File: config.mk
export PLATFORM = sky130hd
export DESIGN_NAME = ldpc_cn_sched
export DESIGN_NICKNAME = d
export VERILOG_FILES = /design/src/rtl/ldpc_dec_pkg.sv /design/src/rtl/cn_sched_pipe.sv /design/src/rtl/ldpc_cn_sched.sv
export SDC_FILE = /design/constraint.sdc
export NUM_CORES = 1
export LEC_CHECK = 0
export ABC_AREA = 1
export CAP_MARGIN = 10
export CORE_ASPECT_RATIO = 0.6
export CORE_MARGIN = 1
export CORE_UTILIZATION = 35
export DETAILED_ROUTE_END_ITERATION = 6
export SYNTH_ARGS = -nofsm -noshare
export SYNTH_HDL_FRONTEND = slang
export SYNTH_SLANG_ARGS = --single-unit
File: constraint.sdc
create_clock -name clk -period 1.8 [get_ports clk]
set_input_delay 0.18 -clock clk [delete_from_list [all_inputs] [get_ports clk]]
set_output_delay 0.18 -clock clk [all_outputs]
set_load 0.01 [all_outputs]
File: src/rtl/ldpc_dec_pkg.sv
// Shared defaults and sequencer state type for the 204/102 layered LDPC decoder.
package ldpc_dec_pkg;

    localparam int unsigned N_GRP_DEF  = 17;
    localparam int unsigned GRP_W_DEF  = 5;
    localparam int unsigned CN_LAT_DEF = 2;
    localparam int unsigned ITER_W_DEF = 5;

    typedef enum logic [2:0] {
        StIdle,
        StIssue,
        StDrain,
        StEval,
        StDone
    } sched_state_e;

endpackage

File: src/rtl/cn_sched_pipe.sv
// Fixed-depth {vld, grp} delay line that tracks issued groups to writeback.
module cn_sched_pipe #(
    parameter int unsigned DEPTH = 2,
    parameter int unsigned GRP_W = 5
) (
    input  logic             clk,
    input  logic             rst,
    input  logic             in_vld,
    input  logic [GRP_W-1:0] in_grp,
    output logic             out_vld,
    output logic [GRP_W-1:0] out_grp,
    output logic             tail_empty
);

    logic [DEPTH-1:0] vld_q;
    logic [GRP_W-1:0] grp_q [DEPTH];
    logic [DEPTH-1:0] older;

    always_ff @(posedge clk) begin
        if (rst) begin
            vld_q <= '0;
            for (int i = 0; i < DEPTH; i++) begin
                grp_q[i] <= '0;
            end
        end else begin
            vld_q[0] <= in_vld;
            grp_q[0] <= in_grp;
            for (int i = 1; i < DEPTH; i++) begin
                vld_q[i] <= vld_q[i-1];
                grp_q[i] <= grp_q[i-1];
            end
        end
    end

    // Shifting out the top stage leaves only entries still behind the one now leaving.
    assign older      = vld_q << 1;
    assign tail_empty = !in_vld && (older == '0);
    assign out_vld    = vld_q[DEPTH-1];
    assign out_grp    = grp_q[DEPTH-1];

endmodule

File: src/rtl/ldpc_cn_sched.sv
// Check-node group / iteration sequencer. Early exit on convergence is enabled by
// defining CN_SCHED_EARLY_TERM_EN.
module ldpc_cn_sched
    import ldpc_dec_pkg::*;
#(
    parameter int unsigned N_GRP  = N_GRP_DEF,
    parameter int unsigned GRP_W  = GRP_W_DEF,
    parameter int unsigned CN_LAT = CN_LAT_DEF,
    parameter int unsigned ITER_W = ITER_W_DEF
) (
    input  logic              clk,
    input  logic              rst,
    input  logic              start,
    input  logic [ITER_W-1:0] max_iter,
    input  logic              cn_stall,
    input  logic              par_ok,
    output logic              busy,
    output logic              done,
    output logic              cn_vld,
    output logic [GRP_W-1:0]  cn_grp,
    output logic              wb_vld,
    output logic [GRP_W-1:0]  wb_grp,
    output logic [ITER_W-1:0] iter_cnt,
    output logic              dec_ok
);

    localparam logic [GRP_W-1:0] LastGrp = GRP_W'(N_GRP - 1);

    sched_state_e      state_q, state_d;
    logic [GRP_W-1:0]  grp_q, grp_d;
    logic [ITER_W-1:0] iter_q, iter_d;
    logic [ITER_W-1:0] max_q, max_d;
    logic              all_ok_q, all_ok_d;
    logic              dec_ok_q, dec_ok_d;
    logic              tail_empty;
    logic              early_term;

`ifdef CN_SCHED_EARLY_TERM_EN
    assign early_term = all_ok_q;
`else
    assign early_term = 1'b0;
`endif

    cn_sched_pipe #(
        .DEPTH (CN_LAT),
        .GRP_W (GRP_W)
    ) u_pipe (
        .clk        (clk),
        .rst        (rst),
        .in_vld     (cn_vld),
        .in_grp     (cn_grp),
        .out_vld    (wb_vld),
        .out_grp    (wb_grp),
        .tail_empty (tail_empty)
    );

    always_ff @(posedge clk) begin
        if (rst) begin
            state_q  <= StIdle;
            grp_q    <= '0;
            iter_q   <= '0;
            max_q    <= '0;
            all_ok_q <= 1'b0;
            dec_ok_q <= 1'b0;
        end else begin
            state_q  <= state_d;
            grp_q    <= grp_d;
            iter_q   <= iter_d;
            max_q    <= max_d;
            all_ok_q <= all_ok_d;
            dec_ok_q <= dec_ok_d;
        end
    end

    always_comb begin
        state_d  = state_q;
        grp_d    = grp_q;
        iter_d   = iter_q;
        max_d    = max_q;
        all_ok_d = all_ok_q;
        dec_ok_d = dec_ok_q;
        busy     = 1'b0;
        done     = 1'b0;
        cn_vld   = 1'b0;
        cn_grp   = '0;

        if (wb_vld && !par_ok) begin
            all_ok_d = 1'b0;
        end

        unique case (state_q)
            StIdle: begin
                if (start) begin
                    iter_d   = '0;
                    max_d    = (max_iter == '0) ? ITER_W'(1) : max_iter;
                    grp_d    = '0;
                    all_ok_d = 1'b1;
                    state_d  = StIssue;
                end
            end
            StIssue: begin
                busy   = 1'b1;
                cn_vld = !cn_stall;
                cn_grp = grp_q;
                if (!cn_stall) begin
                    if (grp_q == LastGrp) begin
                        state_d = StDrain;
                    end else begin
                        grp_d = grp_q + 1'b1;
                    end
                end
            end
            StDrain: begin
                busy = 1'b1;
                if (tail_empty) begin
                    state_d = StEval;
                end
            end
            StEval: begin
                busy     = 1'b1;
                iter_d   = iter_q + 1'b1;
                dec_ok_d = all_ok_q;
                if ((iter_d == max_q) || early_term) begin
                    state_d = StDone;
                end else begin
                    grp_d    = '0;
                    all_ok_d = 1'b1;
                    state_d  = StIssue;
                end
            end
            StDone: begin
                done    = 1'b1;
                state_d = StIdle;
            end
            default: state_d = StIdle;
        endcase
    end

    assign iter_cnt = iter_q;
    assign dec_ok   = dec_ok_q;

endmodule

==> summary.txt, run 1 <==
Power and ir drop
  • Comb pwr share: 40.6%
  • Clock power frac: 22.3%
  • Psw: 1.01 mW
  • Leak Pwr: 0.848 nW
  • VDD IR max: 0.448 mV
  • Pint: 1.57 mW
  • PwrDens: 1290 nW/um2
  • Sw frac: 39.2%
  • Sequential power share: between 30% and 40%

Finish
  • Layout cells sized above 1: 14.5%
  • Diodes inserted: 0
  • Final instance area: roughly 2000 um2
  • Post-layout util: 48.2%
  • Layout overhead on the synthesized area: 30.7%
  • Filler Cells Inserted: 438
  • Nets: 260

STA
  • Clock Skew: ~0.0026 ns
  • Max Fclk: 578 MHz
  • RSZ-0062 raised after global routing: true
  • Final setup viols: 0
  • Final Max Tran Viols: 0
  • Crit path time final: 1.73 ns
  • Slew HR: 72.8%
  • Final period util: a little over nine tenths
  • Final Hold Violating Endpoints: 0
  • Worst Tran Pin Value: between 0.4 and 0.5 ns

Route
  • Vias per inst: about 4.6
  • DRT antenna net count: 0
  • # DRC: 0
  • Final wirelength: 3530 um
  • Avg WL per Cell: 11.5 um
  • First-pass DRT Iterations: 5
  • DRT iter0 DRCs: 34
  • Via count: about 1400

Floorplanning
  • Placement Rows: 18
  • Die Area: approximately 4700 um2
  • Initial core utilization: about 37%
  • Core Area: 4170 um2
  • DIE HEIGHT: 53.3 um
  • Die W: 87.5 um
  • I/O pin count: 30

Critical path
  • R2R depth: 10
  • CP Class: reg2out
  • Critical Path Start: state_q[2]$_SDFFE_PP0P_
  • Crit path DAT: 1.55 ns
  • Flop2flop setup slack: 0.16 ns
  • Maximum fanout along the worst path: 10
  • Reg2Reg Launch Point: iter_cnt[1]$_SDFFE_PP0P_
  • Critical Path RT: around 1.6 ns
  • Worst setup SP type: flop
  • Crit end category: output port
  • Setup crit end: cn_grp[3]
  • Worst flop-to-flop path endpoint: grp_q[2]$_SDFFE_PP0P_

Yosys
  • Synthesis-stage register bit count: 32
  • Cells after Synth: 217
  • Avg Inst Size Synth: 7.07 um2
  • Register area share after synthesis: 41.7%
  • Post-Syn Area: 1540 um2
  • Area leader, netlist: dfxtp_1
  • Synth top area cells: dfxtp_1 (42%), nand2_1 (10%), a21oi_1 (6.5%)
  • Asr flop ratio synth: 0%
  • Synth cell types: 27
  • Number of synthesized flops with an enable pin: 0
  • Post-synth top area share: 41.7%
  • Top cells by count, synth: nand2_1 (41), dfxtp_1 (32), nor2_1 (24)
  • Yosys warning total: 0
  • Most used DFF post-synth: dfxtp_1
  • Count leader, synth: nand2_1
  • Post-Syn Nets: 230

CTS
  • Hold-fix buffers, CTS: 0
  • H-Tree Depth: 2
  • TritonCTS Sinks: 32
  • Worst-path clk slew: approximately 0.07 ns
  • Root Driver: clkbuf_8
  • CTS tree: built
  • Clk buf depth: 2
  • Clock Latency Late Sink: 0.29 ns
  • CTS Buf Count: 5

Placement
  • Placed inst area: 1840 um2
  • DP HPWL: approximately 2400 um
  • RePlAce Congestion: 0.822
  • Buffers on Ports: 29

Global route
  • Number of global-route vias before repair: 1216
  • Largest net degree at the start of global routing: 21
  • Gr usage total: approximately 17%
  • GR Overflow Total: 0
  • First-pass GRT wire length: around 5600 um
  • Initial antenna violation count: 0

Run status
  • Status: complete, no violations

Worst hold path
  • Hold Path Class: reg2reg

Flow run
  • Max Cap Viol: 0
[final cells by class]
type	instances	area, um2	share of cell area (%)
sequential	32	643	32.0
tap	60	75.1	3.74
inverter	31	116	5.80
timing repair buffer	34	338	16.8
multi-input combinational	143	742	37.0
clock buffer	6	82.6	4.11
clock inverter	2	10.0	0.499
[state kept, by name (all words and copies together) (netlist names)]
name          count
all_ok_q          1
dec_ok            1
grp_q             5
iter_cnt          5
max_q             5
state_q           3
u_pipe.grp_q     10
u_pipe.vld_q      2
[power by group through the flow]
stage / Combinational, mW / Sequential, mW / Clock, mW
2_1_floorplan: 0.691 / 0.937 / 0
3_3_place_gp: 0.953 / 0.963 / 0
3_5_place_dp: 0.960 / 0.956 / 0
4_1_cts: 0.982 / 0.950 / 0.590
5_1_grt: 1.18 / 0.982 / 0.611
6_report: 1.05 / 0.958 / 0.576
[worst min-delay path by stage]
| stage | cells after the start | end | from |
|---|---|---|---|
| final | 2 | u_pipe.grp_q[0][6]$_SDFF_PP0_ | u_pipe.grp_q[0][1]$_SDFF_PP0_ |
| after CTS | 2 | u_pipe.grp_q[0][9]$_SDFF_PP0_ | u_pipe.grp_q[0][4]$_SDFF_PP0_ |
| after detailed placement | 2 | u_pipe.grp_q[0][9]$_SDFF_PP0_ | u_pipe.grp_q[0][4]$_SDFF_PP0_ |
| after global routing | 2 | u_pipe.grp_q[0][7]$_SDFF_PP0_ | u_pipe.grp_q[0][2]$_SDFF_PP0_ |
| after global placement | 2 | u_pipe.grp_q[0][8]$_SDFF_PP0_ | u_pipe.grp_q[0][3]$_SDFF_PP0_ |
| after floorplan | 1 | u_pipe.vld_q[0]$_SDFF_PP0_ | cn_stall |
[stage by stage]
step	cells	TNS (ns)	hold WS (ns)	power [mW]	worst slack [ns]
2_1_floorplan	217	0	0.259	1.63	0.117
3_3_place_gp	297	0	0.396	1.92	0.159
3_5_place_dp	297	0	0.395	1.92	0.0845
4_1_cts	305	0	0.404	2.52	0.00830
5_1_grt	308	-0.00194	0.422	2.77	-0.00194
6_report	308	0	0.402	2.58	0.0704
[placed cells by master, fill, tap and decap left out, drive strengths merged]
master,Yosys,layout
a211oi,1,1
a21oi,20,20
a31oi,1,1
buf,9,5
clkbuf,3,6
clkdlybuf4s50,0,25
clkinv,0,2
dfxtp,32,32
dlymetal6s2s,0,4
ha,3,3
inv,31,31
nand2,42,42
nand3,21,22
nand4,4,4
nor2,27,27
nor3,9,9
nor4,1,1
o211ai,1,1
o21ai,11,11
or2,1,1
[logic make-up (layout without fill, tap and decap cells)]
family / after synthesis / in the layout / share of synthesized area, %
AND/OR/NAND/NOR: 105 / 106 / 31.1
buffers and inverters: 43 / 73 / 13.0
AO/OA/AOI/OAI: 34 / 34 / 11.7
flip-flops: 32 / 32 / 41.7
adder cells (fa/ha/maj): 3 / 3 / 2.45
[critical path, stage by stage, from the launching register on]
cell and delay, ns:
dfxtp_1 0.32, inv_2 0.11, nand3_4 0.15, nor2_1 0.13
clkdlybuf4s50_1 0.55
[layer usage]
layer / GRT usage (%) / vias to the layer above / wire length (um)
li1: - / 758 / -
met1: 23.3 / 628 / 1990
met4: 7.38 / 0 / 57
met3: 4.68 / 7 / 175
met2: 23.6 / 31 / 1310
met5: 0 / - / 0
[repair_timing]
| item | CTS | global route |
|---|---|---|
| gates resized for setup | 2 | 11 |
| pin swaps | 0 | 2 |
| setup endpoints to repair | 6 | 11 |
| buffers inserted | 0 | 2 |
| gates cloned | 0 | 1 |
Power figures use the tool's default switching activity.
==> run 2: changes to the inputs <==
SLEW_MARGIN = 20   (was default)
==> results of run 2 <==
Same layout as run 1: the final DEF is identical, and so are final timing and power.
